### config.mk
export PLATFORM = sky130hd
export DESIGN_NAME = snitch_icache_perf_cnt
export DESIGN_NICKNAME = d
export VERILOG_FILES = /design/src/rtl/snitch_icache_perf_cnt.sv
export SDC_FILE = /design/constraint.sdc
export NUM_CORES = 1
export LEC_CHECK = 0
export ABC_AREA = 1
export CAP_MARGIN = 10
export CORE_MARGIN = 2
export CORE_UTILIZATION = 45
export CTS_BUF_LIST = sky130_fd_sc_hd__clkbuf_2
export CTS_CLUSTER_DIAMETER = 100
export DETAILED_ROUTE_END_ITERATION = 16
export SYNTH_ARGS = -nofsm -noshare
export SYNTH_HDL_FRONTEND = slang
export SYNTH_SLANG_ARGS = --single-unit
### constraint.sdc
create_clock -name clk_i -period 4.5 [get_ports clk_i]
set_input_delay 0.675 -clock clk_i [delete_from_list [all_inputs] [get_ports clk_i]]
set_output_delay 0.675 -clock clk_i [all_outputs]
set_load 0.01 [all_outputs]
### src/rtl/snitch_icache_perf_cnt.sv
// snitch_icache_perf_cnt
// Sink for the per-fetch-port L0 instruction-cache events. Each event bit
// feeds its own saturating counter with a sticky saturation flag. Counters
// are read through a single-entry valid/ready request/response port.
module snitch_icache_perf_cnt #(
    parameter int unsigned NR_FETCH_PORTS = 2,
    parameter int unsigned CNT_WIDTH      = 32,
    parameter int unsigned PORT_IW        = (NR_FETCH_PORTS > 1) ? $clog2(NR_FETCH_PORTS) : 1
) (
    input  logic                        clk_i,
    input  logic                        rst_ni,
    input  logic                        enable_i,
    input  logic                        clear_i,
    input  logic [5*NR_FETCH_PORTS-1:0] events_i,
    input  logic                        req_valid_i,
    output logic                        req_ready_o,
    input  logic [PORT_IW-1:0]          req_port_i,
    input  logic [2:0]                  req_event_i,
    output logic                        rsp_valid_o,
    input  logic                        rsp_ready_i,
    output logic [CNT_WIDTH-1:0]        rsp_data_o,
    output logic                        rsp_sat_o,
    output logic                        rsp_err_o
);

    // Counter i is event bit i of events_i, i.e. index = port*5 + event.
    localparam int unsigned NR_CNT = 5 * NR_FETCH_PORTS;
    localparam logic [PORT_IW:0] NR_PORTS_W = (PORT_IW + 1)'(NR_FETCH_PORTS);

    logic [CNT_WIDTH-1:0] r_cnt [NR_CNT];
    logic [NR_CNT-1:0]    r_sat;

    logic                 r_rsp_valid;
    logic [CNT_WIDTH-1:0] r_rsp_data;
    logic                 r_rsp_sat;
    logic                 r_rsp_err;

    logic                 w_req_ready;
    logic                 w_accept;
    logic                 w_addr_err;
    logic [CNT_WIDTH-1:0] w_sel_data;
    logic                 w_sel_sat;

    // Counter update: clear beats increment, increment saturates at all-ones.
    always_ff @(posedge clk_i or negedge rst_ni) begin
        if (!rst_ni) begin
            for (int unsigned i = 0; i < NR_CNT; i++) begin
                r_cnt[i] <= '0;
            end
            r_sat <= '0;
        end else begin
            for (int unsigned i = 0; i < NR_CNT; i++) begin
                if (clear_i) begin
                    r_cnt[i] <= '0;
                    r_sat[i] <= 1'b0;
                end else if (enable_i && events_i[i]) begin
                    if (r_cnt[i] == '1) begin
                        r_sat[i] <= 1'b1;
                    end else begin
                        r_cnt[i] <= r_cnt[i] + CNT_WIDTH'(1);
                    end
                end
            end
        end
    end

    // Single-entry response slot: accept when empty or being drained.
    always_comb begin
        w_req_ready = !r_rsp_valid || rsp_ready_i;
        w_accept    = req_valid_i && w_req_ready;
        w_addr_err  = ({1'b0, req_port_i} >= NR_PORTS_W) || (req_event_i > 3'd4);
    end

    // Read mux over the registered counter values (pre-update this cycle).
    always_comb begin
        w_sel_data = '0;
        w_sel_sat  = 1'b0;
        for (int unsigned p = 0; p < NR_FETCH_PORTS; p++) begin
            for (int unsigned e = 0; e < 5; e++) begin
                if (req_port_i == PORT_IW'(p) && req_event_i == 3'(e)) begin
                    w_sel_data = r_cnt[p*5 + e];
                    w_sel_sat  = r_sat[p*5 + e];
                end
            end
        end
    end

    // Response register: load on accept, otherwise drain on rsp_ready_i.
    always_ff @(posedge clk_i or negedge rst_ni) begin
        if (!rst_ni) begin
            r_rsp_valid <= 1'b0;
            r_rsp_data  <= '0;
            r_rsp_sat   <= 1'b0;
            r_rsp_err   <= 1'b0;
        end else if (w_accept) begin
            r_rsp_valid <= 1'b1;
            r_rsp_data  <= w_addr_err ? '0 : w_sel_data;
            r_rsp_sat   <= w_addr_err ? 1'b0 : w_sel_sat;
            r_rsp_err   <= w_addr_err;
        end else if (rsp_ready_i) begin
            r_rsp_valid <= 1'b0;
        end
    end

    assign req_ready_o = w_req_ready;
    assign rsp_valid_o = r_rsp_valid;
    assign rsp_data_o  = r_rsp_data;
    assign rsp_sat_o   = r_rsp_sat;
    assign rsp_err_o   = r_rsp_err;

endmodule

==> flow_summary_export.csv, run 1 <==
group,metric,value,unit
run_status,outcome,"finished, final reports clean",
floorplan,die_h,244.0,um
yosys,synthDistinctLibCells,37,
sta,drv_slew,0,
floorplan,number_of_cell_rows,87,
sta,finalCriticalPeriod,3078,ps
setup_path,slowest_delay,600,ps
sta,worst-slew-pin-transition,1095,ps
cts,cts.htree.levels,3,
cts,clock_tree.root_cell,"clkbuf_2",
yosys,post_synthesis_compound_gate_area_fraction,9.333,%
place,gp_routability_congestion,0.9865,
yosys,yosys.area_share.xor_xnor,3.278,%
floorplan,fp.coreArea,0.05671,mm2
cts,worstSkewPairLatency,1200,ps
global_routing,via_count_of_the_first_global_routing_pass,25640,
floorplan,die_x,244.0,um
detailed_routing,firstDrtPassIters,7,
cts,clock-sinks,365,
setup_path,crit_family,"buffers and inverters",
finish,syn_to_layout_area_delta,8.092,%
setup_path,path_cells,"nand2_1, clkdlybuf4s50_1",
yosys,sequential_fraction_of_the_synthesis_area,35.25,%
sta,totalNegativeSetupSlack,0,ps
detailed_routing,antenna_violating_nets_post_route,0,
detailed_routing,avgRoutedWirePerCell,20.13,um
finish,layout.nets,4094,
place,buffer_ports.inserted,55,
global_routing,antenna_found_initial,4,
setup_path,timing_worst_setup_path_type,"reg -> out",
yosys,yosys.area_share.adder,0.4828,%
pwr,power_per_cell_area,238.9,mW/mm2
pwr,power.ir.vdd_worst,0.1675,mV
sta,fmax,0.3249,GHz
cts,cts_hold_repair.buffers,2,
detailed_routing,drt-initial-drc-count,3075,
yosys,avgSynthCellArea,6.419,um2
sta,period_share,68.39,%
cts,ctsResizeCount,0,
yosys,synth.mux.area_fraction,0,%
yosys,netlist_area,0.02591,mm2
setup_path,timing.critical_path.required,3830,ps
setup_path,cp_num_buf_inv,1,
cts,cts-buffers-inserted,106,
finish,final_util,49.39,%
detailed_routing,route.detailed.drc,0,
min_path,hp-class,"in -> async",
sta,hold_viol,0,
yosys,post_synthesis_register_bit_count,365,
sta,setup_viol,0,
yosys,yosys_warnings,0,
sta,grt_setup_unrepaired,"no",
yosys,largest_family_of_logic_cells_by_synthesized_area,"simple AND/OR/NAND/NOR gates",
yosys,synth_nets,4067,
global_routing,all_layer_gr_usage,33.19,%
yosys,synth_ff_type,"dfrtp_1",
finish,final_cells,4914,
pwr,power.static_leakage,11.64,nW
detailed_routing,route.detailed.vias_per_inst,5.669,
setup_path,cp_data_arrival_time,2400,ps
yosys,synthCells,4037,
detailed_routing,dr_total_vias,27860,
floorplan,floorplan.initialDensity,45.69,%
setup_path,crit_path_max_fanout,4,
yosys,yosys.area_share.simple,43.51,%
sta,slew_headroom,27.02,%
cts,clkTransAtPathRegs,90,ps
sta,fin_worst_skew,115.3,ps
detailed_routing,finalWirelength,98.92,mm
finish,fillerInstances,6082,
global_routing,globalRoute.totalOverflow,0,
setup_path,crit_path_end_kind,"output port",
setup_path,cp-start-kind,"flip-flop",
cts,cts_tree,"built",
floorplan,ioPinCount,56,
place,placedCellCount,4710,
pwr,design_power_total,0.006692,W
cts,max-clock-path-buffers,3,
place,detailed_place_hpwl,74.58,mm
finish,drive_above_1_share,6.742,%
floorplan,dieArea,0.05952,mm2
yosys,synth_enable_flop_cells,0,
setup_path,cpMaxStageDelayCell,"clkdlybuf4s50_1",
yosys,asyncSetResetFlopFracSynth,100.0,%
global_routing,grt_max_degree,92,
flow_run,max_cap_violations,0,
cts,post-cts-setup-buffer-count,0,
global_routing,first_pass_grt_wire_length,153.2,mm
-- worst register-to-register path, cell delays in order (launching register included) --
cell	delay [ps]
dfrtp_1	500
ha_1	270
nand2_1	100
nor2_2	240
nand2_1	140
nor2_1	190
nand3_1	130
nand2_1	590
inv_1	380
nand2_1	130
o21ai_0	80
-- Yosys cell counts (11+ instances only) --
| library cell | number | share of area, % |
|---|---|---|
| nand2_1 | 1287 | 19 |
| nor2_1 | 448 | 6.5 |
| nand3_1 | 385 | 7.4 |
| dfrtp_1 | 365 | 35 |
| inv_1 | 338 | 4.9 |
| o21ai_0 | 264 | 5.1 |
| nand4_1 | 263 | 6.3 |
| nor3_1 | 138 | 2.7 |
| a21oi_1 | 92 | 1.8 |
| clkbuf_1 | 88 | 1.3 |
| xor2_1 | 63 | 2.1 |
| buf_2 | 48 | 0.93 |
| o31ai_1 | 38 | 1.1 |
| xnor2_1 | 34 | 1.1 |
| o21ai_1 | 26 | 0.50 |
| buf_1 | 23 | 0.33 |
| a21o_1 | 22 | 0.64 |
| or2_2 | 22 | 0.53 |
| inv_2 | 14 | 0.20 |
| buf_4 | 13 | 0.38 |
| nand3b_1 | 11 | 0.32 |
-- registers in the layout, summed over array words and instances, names as in the netlist --
register     cells
rsp_data_o      32
rsp_valid_o      1
rsp_err_o        1
r_cnt          320
rsp_sat_o        1
r_sat           10
-- layer usage --
layer,share of wire [%],global-route usage (%)
met1,46,49.58
met3,9.4,6.201
met2,41,47.70
met4,3.4,11.50
met5,0.013,0
-- area by class of cell --
class	count	area, um2	area share (%)
Timing Repair Buffer	94	913.4	3.261
Antenna cell	5	12.51	0.04467
Sequential cell	365	9134	32.61
Tap cell	756	945.9	3.377
Clock buffer	165	825.8	2.948
Clock inverter	32	137.6	0.4913
Multi-Input combinational cell	3144	14710	52.51
Inverter	353	1333	4.757
-- worst paths after layout --
path / slack, ps / depth (start not counted) / from / to
worst max register to register: 1640 / 10 / r_cnt[64] / r_cnt[67]
worst max-delay path: 1420 / 2 / rsp_valid_o / req_ready_o
worst min-delay path: 130 / 2 / rst_ni / r_cnt[214]
worst min register to register: 490 / 2 / rsp_data_o[31] / rsp_data_o[31]
min in group clk_i: 140 / 3 / events_i[6] / r_sat[6]
max in group asynchronous: 3240 / 4 / rst_ni / r_cnt[89]
-- power by group --
part           switching [W]  internal [W]  total (W)
Combinational       0.000512      0.000167   0.000679
Clock                0.00161      0.000978    0.00259
Sequential         0.0000888       0.00334    0.00343
-- per-stage QoR --
| step | area (um2) | setup WS (ps) | hold slack [ps] |
|---|---|---|---|
| floorplan | 25910 | 2490 | 379.4 |
| global placement | 27020 | 1089 | 476.4 |
| global route | 28010 | 1272 | 86.89 |
| detailed placement | 27020 | 1090 | 478.2 |
| CTS | 28000 | 1263 | 32.25 |
| finish | 28010 | 1422 | 134.7 |
-- cells by family after synthesis --
logic type | after synthesis
buf+inv | 528
flops | 365
simple gates | 2587
compound gates | 450
fa+ha+maj | 10
xor+xnor | 97
-- layout by cell type, fill, tap and decap left out, types with 34 or more instances in the layout --
cell             netlist  final
a21oi_1               92     92
clkbuf_2               0    165
clkdlybuf4s50_1        0     53
dfrtp_1              365    365
inv_1                338    338
nand2_1             1287   1287
nand3_1              385    385
nand4_1              263    263
nor2_1               448    446
nor3_1               138    138
o21ai_0              264    264
o31ai_1               38     38
xnor2_1               34     34
xor2_1                63     63
Power figures use the tool's default switching activity.
==> run 2, diff against run 1 <==
==> constraint.sdc (replaced) <==
create_clock -name clk_i -period 3.15 [get_ports clk_i]
set_input_delay 0.4725 -clock clk_i [delete_from_list [all_inputs] [get_ports clk_i]]
set_output_delay 0.4725 -clock clk_i [all_outputs]
set_load 0.01 [all_outputs]
==> run 2 against run 1 <==
- hold slack got worse by 30 ps
- worst setup slack got worse by 1200 ps
- global-route usage increased by 0.89 points
- final area up 0.97%
- total power grew 43%
- die area stayed put
- first-iteration DRC count up 3.1%
- clock skew is 8.8 ps higher
- sequential power increased by 43%
- count of clock-buffer cells in the layout shrank 7
- critical path type unchanged
- largest cell class unchanged
==> flow_summary_export.csv, run 2 (synthesis results as in run 1) <==
group,metric,value,unit
sta,setup_viol,0,
sta,finalCriticalPeriod,2879,ps
detailed_routing,route.detailed.drc,0,
floorplan,number_of_cell_rows,87,
detailed_routing,route.detailed.vias_per_inst,5.730,
detailed_routing,finalWirelength,101.2,mm
place,buffer_ports.inserted,55,
setup_path,crit_path_max_fanout,4,
cts,cts_tree,"built",
floorplan,fp.coreArea,0.05671,mm2
pwr,design_power_total,0.009564,W
global_routing,all_layer_gr_usage,34.09,%
pwr,power.sequential.fraction,51.4,%
finish,layout.nets,4124,
cts,max-clock-path-buffers,3,
detailed_routing,firstDrtPassIters,6,
cts,clock_tree.root_cell,"clkbuf_2",
place,preCtsSetupSlack,246.6,ps
global_routing,first_pass_grt_wire_length,156.9,mm
setup_path,timing.critical_path.required,2680,ps
finish,largest_reg_by_ff_count,"r_cnt",
detailed_routing,antenna_violating_nets_post_route,0,
run_status,outcome,"finished, final reports clean",
place,post_dp_cell_area,0.02728,mm2
setup_path,crit_path_end_kind,"output port",
place,placedCellCount,4737,
pwr,power.ir.vdd_worst,0.2412,mV
sta,grt_setup_unrepaired,"no",
setup_path,cp-start-kind,"flip-flop",
min_path,hold-path-cell-count,4,
pwr,power_per_cell_area,338.1,mW/mm2
sta,drv_slew,0,
sta,totalNegativeSetupSlack,0,ps
cts,clock-sinks,365,
setup_path,timing_worst_setup_path_type,"reg -> out",
cts,cts-buffers-inserted,103,
finish,final_cell_area,0.02828,mm2
flow_run,max_cap_violations,0,
setup_path,cp_data_arrival_time,2410,ps
finish,drive_above_1_share,7.131,%
setup_path,worst_r2r_path_depth,10,
finish,largest_register_ffs,320,
detailed_routing,dr_total_vias,28230,
detailed_routing,avgRoutedWirePerCell,20.53,um
cts,post-cts-setup-buffer-count,0,
global_routing,grt_max_degree,103,
sta,slew_headroom,52.16,%
pwr,power.static_leakage,11.77,nW
pwr,p_switching,0.003131,W
sta,fmax,0.3473,GHz
sta,fin_worst_skew,124.1,ps
cts,worstSkewPairLatency,1190,ps
global_routing,globalRoute.totalOverflow,0,
cts,clkTransAtPathRegs,100,ps
floorplan,dieArea,0.05952,mm2
sta,period_share,91.41,%
pwr,clock_power_share,38.0,%
finish,final_cells,4927,
finish,layout.cells.most_common_list,"nand2_1, nor2_1, nand3_1",
floorplan,floorplan.initialDensity,45.69,%
min_path,hp-class,"in -> reg",
sta,hold_viol,0,
place,detailed_place_hpwl,77.06,mm
pwr,p_sw_share,32.74,%
finish,commonest_non_fill_non_tap_cell_in_the_layout,"nand2_1",
detailed_routing,drt-initial-drc-count,3170,
global_routing,antenna_found_initial,2,
floorplan,die_x,244.0,um
place,gp_routability_congestion,1.033,
sta,postLayoutSetupSlackWorst,270.6,ps
pwr,pwr-share-comb,10.6,%
finish,syn_to_layout_area_delta,9.144,%
pwr,p_int,0.006432,W
global_routing,via_count_of_the_first_global_routing_pass,25730,
floorplan,die_h,244.0,um
cts,cts.htree.levels,3,
sta,worst-slew-pin-transition,716.6,ps
cts,ctsResizeCount,0,
floorplan,ioPinCount,56,
[run 2: cell count changes in the layout (fill, tap and decap cells not counted), sizes merged]
| cell | previous run | this run |
|---|---|---|
| bufinv | 0 | 1 |
| dlygate4sd3 | 2 | 7 |
| buf | 39 | 67 |
| diode | 5 | 6 |
| clkinvlp | 0 | 1 |
| clkbuf | 165 | 158 |
| clkinv | 32 | 16 |
[run 2: power groups by stage]
| stage | clock network, W | logic (W) | registers, W |
|---|---|---|---|
| 2_1_floorplan | 0 | 0.000532 | 0.00494 |
| 3_3_place_gp | 0 | 0.000989 | 0.00500 |
| 3_5_place_dp | 0 | 0.000989 | 0.00500 |
| 4_1_cts | 0.00372 | 0.00101 | 0.00491 |
| 5_1_grt | 0.00398 | 0.00111 | 0.00492 |
| 6_report | 0.00364 | 0.00101 | 0.00492 |
[run 2: final timing paths]
check | slack [ps] | endpoint | start
worst min register to register | 510 | r_sat[0] | r_sat[0]
worst max register to register | 410 | r_cnt[290] | r_cnt[289]
min in group asynchronous | 540 | r_cnt[91] | rst_ni
worst min-delay path | 100 | rsp_valid_o | rsp_ready_i
max in group asynchronous | 2100 | r_cnt[141] | rst_ni
worst max-delay path | 270 | req_ready_o | rsp_valid_o
[run 2: layer usage]
layer | vias to the layer above | global-route usage (%) | wire length, um
met5 | - | 0 | 0
met2 | 1289 | 48.77 | 41830
li1 | 13550 | - | -
met3 | 186 | 5.663 | 9349
met1 | 13210 | 51.99 | 46920
met4 | 0 | 10.71 | 3079
[run 2: metrics by stage]
stage	util, %	hold WS [ps]
2_1_floorplan	-	176.9
3_3_place_gp	48.10	476.4
3_5_place_dp	48.10	482.7
4_1_cts	49.85	10.31
5_1_grt	49.87	21.54
6_report	49.87	104.9
[run 2: final cells by class]
class                      instances  area (um2)
multi-input combinational       3144       14710
fill                            6043       28430
sequential                       365        9134
antenna                            6       15.01
tap                              756       945.9
timing repair buffer             127        1256
clock inverter                    18       100.1
inverter                         353        1333
clock buffer                     158       790.8
[run 2: worst max-delay path, cell delays in order, from the launching register on]
cell,delay (ps)
dfrtp_1,390
nand2_1,250
clkdlybuf4s50_1,600
[run 2: repair_timing]
action                                  in CTS  in global routing
endpoints found under the setup margin       0                  0
hold endpoints to repair                   452                  0
hold buffers                                 8                  0
